$ cat config.mk
export PLATFORM = sky130hd
export DESIGN_NAME = cache_ctrl_sequencer_flat
export DESIGN_NICKNAME = d
export VERILOG_FILES = /design/src/rtl/cache_ctrl_pkg.sv /design/src/rtl/cache_ctrl_if.sv /design/src/rtl/cache_ctrl_watchdog.sv /design/src/rtl/cache_ctrl_sequencer.sv /design/src/flat_wrapper.sv
export SDC_FILE = /design/constraint.sdc
export NUM_CORES = 1
export LEC_CHECK = 0
export ABC_AREA = 1
export BUFFER_PORTS_ARGS = -buffer_cell sky130_fd_sc_hd__buf_2
export CAP_MARGIN = 30
export CORE_AREA = 2 2 39 41
export DETAILED_ROUTE_END_ITERATION = 16
export DIE_AREA = 0 0 41 43
export GPL_ROUTABILITY_DRIVEN = 0
export PLACE_DENSITY = 0.79
export SYNTH_ARGS = -nofsm -noshare
export SYNTH_HDL_FRONTEND = slang
export SYNTH_SLANG_ARGS = --single-unit
$ cat constraint.sdc
create_clock -name CLK -period 2.47 [get_ports CLK]
set_input_delay 0 -clock CLK [delete_from_list [all_inputs] [get_ports CLK]]
set_output_delay 0 -clock CLK [all_outputs]
set_load 0.01 [all_outputs]
$ cat src/rtl/cache_ctrl_pkg.sv
// cache_ctrl_pkg: shared types for the cache maintenance sequencer.
package cache_ctrl_pkg;
    typedef logic [3:0] cache_op_mask_t;
    localparam int OP_DFLUSH = 0;
    localparam int OP_DCLEAR = 1;
    localparam int OP_IFLUSH = 2;
    localparam int OP_ICLEAR = 3;
    typedef enum logic [2:0] {IDLE, DFLUSH, DCLEAR, IFLUSH, ICLEAR, DONE} seq_state_t;
    // Step state k handles mask bit k-1, so the lowest set bit at or above lo is the next step.
    function automatic seq_state_t next_step(cache_op_mask_t m, logic [2:0] lo);
        next_step = DONE;
        for (int i = 3; i >= 0; i--)
            if (m[i] && 3'(i) >= lo) next_step = seq_state_t'(3'(i + 1));
    endfunction
endpackage

$ cat src/rtl/cache_ctrl_if.sv
// cache_ctrl_if: level request / done handshakes between the pipeline and the caches.
interface cache_ctrl_if;
    logic dcache_flush, dcache_clear, icache_flush, icache_clear;
    logic dflush_done, dclear_done, iflush_done, iclear_done;
    logic dcache_reserve, dcache_exclusive;
    modport master (
        output dcache_flush, dcache_clear, icache_flush, icache_clear, dcache_reserve, dcache_exclusive,
        input  dflush_done, dclear_done, iflush_done, iclear_done
    );
    modport slave (
        input  dcache_flush, dcache_clear, icache_flush, icache_clear, dcache_reserve, dcache_exclusive,
        output dflush_done, dclear_done, iflush_done, iclear_done
    );
endinterface

$ cat src/rtl/cache_ctrl_watchdog.sv
// cache_ctrl_watchdog: per-step cycle counter; expired flags the last allowed cycle of a step.
module cache_ctrl_watchdog #(
    parameter int TIMEOUT_CYCLES = 4096
) (
    input  logic CLK,
    input  logic nRST,
    input  logic clr,
    output logic expired
);
    localparam int W = $clog2(TIMEOUT_CYCLES + 1);
    logic [W-1:0] cnt_q, cnt_d;
    assign expired = cnt_q == W'(TIMEOUT_CYCLES - 1);
    always_comb cnt_d = clr ? '0 : expired ? cnt_q : cnt_q + 1'b1;
    always_ff @(posedge CLK or negedge nRST)
        if (!nRST) cnt_q <= '0;
        else cnt_q <= cnt_d;
endmodule

$ cat src/rtl/cache_ctrl_sequencer.sv
// cache_ctrl_sequencer: runs a masked dflush/dclear/iflush/iclear sequence and pulses seq_done.
// Define CACHE_SEQ_TIMEOUT_EN to bound each step by TIMEOUT_CYCLES and report seq_err.
module cache_ctrl_sequencer
    import cache_ctrl_pkg::*;
#(
    parameter int TIMEOUT_CYCLES = 4096
) (
    input  logic           CLK,
    input  logic           nRST,
    input  logic           req_valid,
    input  cache_op_mask_t req_ops,
    output logic           req_ready,
    output logic           seq_done,
    output logic           seq_err,
    output logic           busy,
    input  logic           lr_req,
    input  logic           sc_req,
    cache_ctrl_if.master   cif
);
    seq_state_t state_q, state_d;
    cache_op_mask_t mask_q, mask_d, done_vec;
    logic step, cur_done, expired;
    assign done_vec[OP_DFLUSH] = cif.dflush_done;
    assign done_vec[OP_DCLEAR] = cif.dclear_done;
    assign done_vec[OP_IFLUSH] = cif.iflush_done;
    assign done_vec[OP_ICLEAR] = cif.iclear_done;
    assign step = state_q inside {DFLUSH, DCLEAR, IFLUSH, ICLEAR};
    assign cur_done = step && done_vec[2'(state_q - 3'd1)];
    always_comb begin
        state_d = state_q;
        mask_d = mask_q;
        if (state_q == IDLE && req_valid) begin
            mask_d = req_ops;
            state_d = next_step(req_ops, 3'd0);
        end else if (cur_done) state_d = next_step(mask_q, state_q);
        else if (step && expired) state_d = DONE;
        else if (state_q == DONE) state_d = IDLE;
    end
    always_ff @(posedge CLK or negedge nRST)
        if (!nRST) begin
            state_q <= IDLE;
            mask_q <= '0;
        end else begin
            state_q <= state_d;
            mask_q <= mask_d;
        end
`ifdef CACHE_SEQ_TIMEOUT_EN
    logic err_q, err_d;
    cache_ctrl_watchdog #(.TIMEOUT_CYCLES(TIMEOUT_CYCLES)) u_wd (
        .CLK(CLK), .nRST(nRST), .clr(state_d != state_q), .expired(expired)
    );
    // A done on the expiry cycle takes the normal path, so no error is latched then.
    always_comb err_d = (state_q == IDLE) ? 1'b0 : (step && !cur_done && expired) ? 1'b1 : err_q;
    always_ff @(posedge CLK or negedge nRST)
        if (!nRST) err_q <= 1'b0;
        else err_q <= err_d;
    assign seq_err = seq_done && err_q;
`else
    localparam int unused_timeout = TIMEOUT_CYCLES;
    assign expired = 1'b0;
    assign seq_err = 1'b0;
`endif
    assign req_ready = state_q == IDLE;
    assign busy = !req_ready;
    assign seq_done = state_q == DONE;
    assign cif.dcache_flush = state_q == DFLUSH;
    assign cif.dcache_clear = state_q == DCLEAR;
    assign cif.icache_flush = state_q == IFLUSH;
    assign cif.icache_clear = state_q == ICLEAR;
    assign cif.dcache_reserve = sc_req && !busy;
    assign cif.dcache_exclusive = lr_req && !busy;
endmodule

$ cat src/flat_wrapper.sv
// flat-port wrapper written by rule: the top's interface ports become plain ports
module cache_ctrl_sequencer_flat import cache_ctrl_pkg::*;
#(
    parameter int TIMEOUT_CYCLES = 4096
)
  (CLK, nRST, req_valid, req_ops, req_ready, seq_done, seq_err, busy, lr_req, sc_req, cif_dcache_flush, cif_dcache_clear, cif_icache_flush, cif_icache_clear, cif_dcache_reserve, cif_dcache_exclusive, cif_dflush_done, cif_dclear_done, cif_iflush_done, cif_iclear_done);
  cache_ctrl_if cif_i ();
  input  logic CLK;
  input  logic nRST;
  input  logic req_valid;
  input  cache_op_mask_t req_ops;
  output logic req_ready;
  output logic seq_done;
  output logic seq_err;
  output logic busy;
  input  logic lr_req;
  input  logic sc_req;
  output wire logic [$bits(cif_i.dcache_flush)-1:0] cif_dcache_flush;
  output wire logic [$bits(cif_i.dcache_clear)-1:0] cif_dcache_clear;
  output wire logic [$bits(cif_i.icache_flush)-1:0] cif_icache_flush;
  output wire logic [$bits(cif_i.icache_clear)-1:0] cif_icache_clear;
  output wire logic [$bits(cif_i.dcache_reserve)-1:0] cif_dcache_reserve;
  output wire logic [$bits(cif_i.dcache_exclusive)-1:0] cif_dcache_exclusive;
  input wire logic [$bits(cif_i.dflush_done)-1:0] cif_dflush_done;
  input wire logic [$bits(cif_i.dclear_done)-1:0] cif_dclear_done;
  input wire logic [$bits(cif_i.iflush_done)-1:0] cif_iflush_done;
  input wire logic [$bits(cif_i.iclear_done)-1:0] cif_iclear_done;
  assign cif_dcache_flush = cif_i.dcache_flush;
  assign cif_dcache_clear = cif_i.dcache_clear;
  assign cif_icache_flush = cif_i.icache_flush;
  assign cif_icache_clear = cif_i.icache_clear;
  assign cif_dcache_reserve = cif_i.dcache_reserve;
  assign cif_dcache_exclusive = cif_i.dcache_exclusive;
  assign cif_i.dflush_done = cif_dflush_done;
  assign cif_i.dclear_done = cif_dclear_done;
  assign cif_i.iflush_done = cif_iflush_done;
  assign cif_i.iclear_done = cif_iclear_done;
  cache_ctrl_sequencer #(.TIMEOUT_CYCLES(TIMEOUT_CYCLES)) u_core (.CLK(CLK), .nRST(nRST), .req_valid(req_valid), .req_ops(req_ops), .req_ready(req_ready), .seq_done(seq_done), .seq_err(seq_err), .busy(busy), .lr_req(lr_req), .sc_req(sc_req), .cif(cif_i));
endmodule
======== After elaboration in Yosys (flattened, before gate mapping) ========
Index checks and enable logic that the tools add are counted.
word-level totals
  register bits ........................... 7
  input bits .............................. 13
  output and inout port bits .............. 10
  logic and storage cells ................. 38
operators by class
  add/subtract/negate cells ............... 1
  magnitude comparators ................... 5
  eq/ne operators ......................... 5
  mux-type cells .......................... 13
  reduce and logical (&&, ||, !) cells .... 12
operator list
  kind                 number
  $mux 3               9
  $logic_and 1x1->1    8
  $eq 3x2->1 const B   2
  $eq 3x3->1 const B   2
  $ge 1x3->1 const A   2
  $ge 2x3->1 const A   2
  $reduce_bool 4->1    1
  $eq 3x1->1 const B   1
  $logic_not 3->1      1
  $lt 2x3->1 const B   1
  $mux 1               3
  $reduce_bool 3->1    1
  $bmux 1 s2           1
  $sub 2x1->2 const B  1
  $logic_not 1->1      1

======== Logic depth before layout (Yosys ltp) ========
  depth after elaboration ................. 8
  gate-level depth with buffers ........... 10
  mapped depth without buffers ............ 10

======== Worst setup path after synthesis ========
No wires, ideal clock.
  path kind ............................... register -> register
  start point ............................. register u_core.state_q[0]
  end point ............................... register u_core.state_q[1]
  setup time .............................. 0.125 ns
  arrival time ............................ 1.209 ns
  path slack .............................. 1.136 ns
  cell stages (with the launch flop) ...... 10
  path buffers ............................ 0
  clock period less this slack ............ 1.334 ns
  cells stage by stage .................... dfrtp_1 -> inv_2 -> ha_1 -> nand2_4 -> inv_4 -> nand2_8 -> nand2_2 -> inv_2 -> nand3_1 -> nand3_2
between the ends
  elaborated cells on any way between the ends .. 24
  classes of those cells .................. 1 x add/sub; 3 x order compare; 5 x eq/ne; 7 x mux; 8 x reduce/logical
RTL lines
  element                                                RTL line                    source
  start, declared                                        cache_ctrl_sequencer.sv:20  seq_state_t state_q, state_d;
  start signal, assigned                                 cache_ctrl_sequencer.sv:44  state_q <= state_d;
  $logic_not 3->1 (*)                                    n/a
  net req_ready                                          flat_wrapper.sv:12          output logic req_ready;
  $logic_and 1x1->1 (*)                                  cache_ctrl_sequencer.sv:32  if (state_q == IDLE && req_valid) begin
  $reduce_bool 3->1 (no line) or $mux 3 (tied branches)  n/a
The timed path passes the listed nets; every way through them passes the cells marked *. The select of a mux whose other input is x is not followed.
A chain may end at the register's enable or synchronous reset.

======== Worst setup path in the final report ========
  start point ............................. register u_core.state_q[0]
  end point ............................... register u_core.state_q[0]
between the ends
  cells in the longest elaborated chain, start to end .. 8
  elaborated cells on any way between the ends .. 27
  classes of those cells .................. 1 x add/sub; 4 x order compare; 5 x eq/ne; 8 x mux; 9 x reduce/logical
ends and longest elaborated chain
  element              RTL line                    source
  $ge 2x3->1           cache_ctrl_pkg.sv:13        if (m[i] && 3'(i) >= lo) next_step = seq_state_t'(3'(i + 1));
  $logic_and 1x1->1    cache_ctrl_pkg.sv:13
  $mux 1               cache_ctrl_pkg.sv:13
  $mux 3 (3 in a row)  cache_ctrl_pkg.sv:13
  $mux 3               cache_ctrl_sequencer.sv:35  end else if (cur_done) state_d = next_step(mask_q, state_q);
  $mux 3               cache_ctrl_sequencer.sv:32
Several ways; a longest one is shown, not always the timed one. The select of a mux whose other input is x is not followed.

==> reports/qor.json <==
{
  "run_status": {
    "result_of_the_run": "completed"
  },
  "grt": {
    "number_of_global_route_vias_before_repair": 516,
    "grt_max_degree": 8,
    "grt_pass1_wl_um": 1960,
    "grt_util_all_layers_pct": 16.3,
    "grt_antenna_before_repair": 0,
    "grt_overflow_total": 0
  },
  "clocking": {
    "htree_num_levels": 1,
    "cts.clk_slew.worst_paths_ps": 50,
    "tritoncts": "done",
    "skew_pair_late_insertion_delay_ps": 260,
    "clockBufferDepth": 2,
    "cts-buffers-inserted": 3,
    "clock_sinks": 7,
    "cts_root_buffer": "sky130_fd_sc_hd__clkbuf_4",
    "ctsResizeCount": 0
  },
  "critical_path": {
    "critPathMaxStageDelay_ps": 440,
    "critical_path.slowest_cell": "sky130_fd_sc_hd__dfrtp_1",
    "critical_path.startpoint": "u_core.state_q[0]",
    "startpoint_type": "flop",
    "crit_buf_inv": 2,
    "worst_setup_path_end_kind": "flop",
    "path_delay_family": "flip-flops",
    "worstPathRequired_ps": 2610,
    "critPathKind": "reg2reg",
    "path_max_fanout": 6,
    "worstPathArrival_ps": 1610,
    "crit-reg2reg-launch": "u_core.state_q[0]",
    "cp_common_cell": "sky130_fd_sc_hd__nand3_1",
    "crit_path_cell_trace": "inv_2 -> ha_1 -> inv_1 -> nand3_1 -> nand2_1 -> nand2_2 -> nand3_1 -> nand3_2"
  },
  "final_layout": {
    "finish.net_count": 135,
    "layout-area-overhead-vs-synth_pct": 28.7,
    "n_antenna_cell": 0,
    "drive_gt1_share_pct": 33.9,
    "final_cell_mix": "29 x sky130_fd_sc_hd__nand2_1, 21 x sky130_fd_sc_hd__buf_2, 15 x sky130_fd_sc_hd__inv_1",
    "layout.cells.most_common": "sky130_fd_sc_hd__nand2_1"
  },
  "die": {
    "rows": 14,
    "dieHeight_um": 43,
    "die_area_um2": 1760,
    "fp.coreArea_um2": 1380,
    "ioPinCount": 23,
    "die_width_um": 41,
    "floorplan.initialDensity_pct": 43.8
  },
  "routing": {
    "detailedRoute.firstIterationViolations": 5,
    "drt-vias-per-instance": 4.61,
    "antenna_left": 0,
    "drt_first_pass_iters": 4,
    "total_routed_wirelength_um": 1270,
    "num_vias": 618,
    "drc_errors": 0,
    "wl_per_cell_um": 9.49
  },
  "synthesis": {
    "synth.yosys.seq_area_share_pct": 28.9,
    "synthesized_netlist_net_count": 107,
    "post_synthesis_instance_total": 91,
    "synth-seq-cells": 7,
    "post_synth_instance_area_um2": 606,
    "postSynthAreaPerCell_um2": 6.65,
    "count_of_yosys_warnings_during_synthesis": 0,
    "synth_cell_type_count": 20
  },
  "job": {
    "maxCapViolations": 0
  },
  "pwr": {
    "leakagePower_nw": 0.502,
    "powerDensity_nw_per_um2": 1200,
    "ir_worst_vdd_mv": 0.574
  },
  "hold_path": {
    "worstHoldStart": "req_ops[2]",
    "timing.hold.worst.class": "in2reg"
  },
  "placement": {
    "post-dp-hpwl_um": 1050,
    "preCtsSetupSlack_ps": 992,
    "portbufs": 21
  },
  "timing": {
    "fin_worst_skew_ps": 3.27,
    "final_period_minus_worst_setup_slack_ps": 1470,
    "slew_viol_final": 0,
    "setup_violations": 0,
    "timing.setup.tns_ps": 0,
    "max_freq_ghz": 0.681,
    "postLayoutSetupSlackWorst_ps": 1000,
    "fin_crit_sh_pct": 59.5,
    "grt_setup_unrepaired": "false",
    "hold_viol_final": 0
  }
}
-- synth_stat cells --
| cell | instances | area [µm²] |
|---|---|---|
| sky130_fd_sc_hd__nand2_2 | 3 | 18.8 |
| sky130_fd_sc_hd__o21ai_0 | 3 | 15.0 |
| sky130_fd_sc_hd__nand2_1 | 29 | 109 |
| sky130_fd_sc_hd__nor2_4 | 1 | 11.3 |
| sky130_fd_sc_hd__a21oi_2 | 1 | 8.76 |
| sky130_fd_sc_hd__nand3_1 | 6 | 30.0 |
| sky130_fd_sc_hd__nor2_2 | 1 | 6.26 |
| sky130_fd_sc_hd__inv_4 | 2 | 12.5 |
| sky130_fd_sc_hd__inv_1 | 15 | 56.3 |
| sky130_fd_sc_hd__dfrtp_1 | 7 | 175 |
| sky130_fd_sc_hd__nand3_2 | 3 | 30.0 |
| sky130_fd_sc_hd__ha_1 | 3 | 37.5 |
| sky130_fd_sc_hd__o21ai_1 | 1 | 5.00 |
| sky130_fd_sc_hd__a21oi_1 | 2 | 10.0 |
| sky130_fd_sc_hd__inv_2 | 3 | 11.3 |
| sky130_fd_sc_hd__buf_4 | 1 | 7.51 |
| sky130_fd_sc_hd__nor2_1 | 7 | 26.3 |
| sky130_fd_sc_hd__nand2_4 | 1 | 11.3 |
| sky130_fd_sc_hd__conb_1 | 1 | 3.75 |
| sky130_fd_sc_hd__nand2_8 | 1 | 20.0 |
-- cell type report --
cell class	count	area [µm²]
clock buffers	4	26.3
fillers	143	604
inverters	20	80.1
multi-input cells	63	343
flip-flops and latches	7	175
well taps	16	20.0
repair buffers	24	135
-- worst register-to-register path, cell delays in order (launching register included) --
cell and delay [ps]:
sky130_fd_sc_hd__dfrtp_1 440, sky130_fd_sc_hd__inv_2 100, sky130_fd_sc_hd__ha_1 340, sky130_fd_sc_hd__inv_1 60
sky130_fd_sc_hd__nand3_1 70, sky130_fd_sc_hd__nand2_1 80, sky130_fd_sc_hd__nand2_2 90, sky130_fd_sc_hd__nand3_1 110
sky130_fd_sc_hd__nand3_2 70
-- routing by layer --
layer | vias to the layer above | part of all wire (%) | GRT usage (%)
met1 | 268 | 46 | 20.5
met4 | 0 | 1.5 | 6.00
li1 | 328 | - | -
met3 | 2 | 6.2 | 3.14
met5 | - | 0 | 0
met2 | 20 | 47 | 26.3
-- cell families after synthesis --
group,Yosys count,share of synthesized area (%)
buffers and inverters,21,14.5
other,1,0.619
AOI/OAI and AO/OA,7,6.40
and+or+nand+nor,52,43.4
adders and majority gates,3,6.20
DFF,7,28.9
-- flip-flops by register name, summed over array words and instances, names as in the netlist --
| register | flops |
|---|---|
| u_core.mask_q | 4 |
| u_core.state_q | 3 |
-- power by group --
| part | leakage [nW] | switching (W) | internal, W |
|---|---|---|---|
| combinational | 0.401 | 0.000377 | 0.000232 |
| clock | 0.0150 | 0.0000453 | 0.0000619 |
| sequential | 0.0861 | 0.0000477 | 0.000169 |
| total | 0.502 | 0.000470 | 0.000462 |
-- through the flow --
step	hold WS [ps]	std cells	instance area (µm²)	util (%)	power, W
after global routing	17.4	134	779	56.3	0.00103
after detailed placement	-153	127	723	52.3	0.000830
after CTS	1.17	134	779	56.3	0.000942
after global placement	-157	127	723	52.3	0.000812
final	6.38	134	779	56.3	0.000932
after floorplan	-296	91	606	-	0.000678
-- path summary, 6_finish.rpt --
path	end	slack, ps	cells after the start
hold / removal	u_core.state_q[1]	6	3
setup / recovery	u_core.state_q[0]	1000	8
setup reg to reg	u_core.state_q[0]	1000	8
max in group asynchronous	u_core.state_q[2]	2200	2
hold reg to reg	u_core.mask_q[1]	490	2
min in group asynchronous	u_core.mask_q[1]	110	2
-- repair_timing --
item                                   in CTS  in global routing
setup buffers                               0                  0
endpoints found under the hold margin       9                  0
hold buffers                                3                  0
No activity file was read; power rests on OpenSTA's default activity.
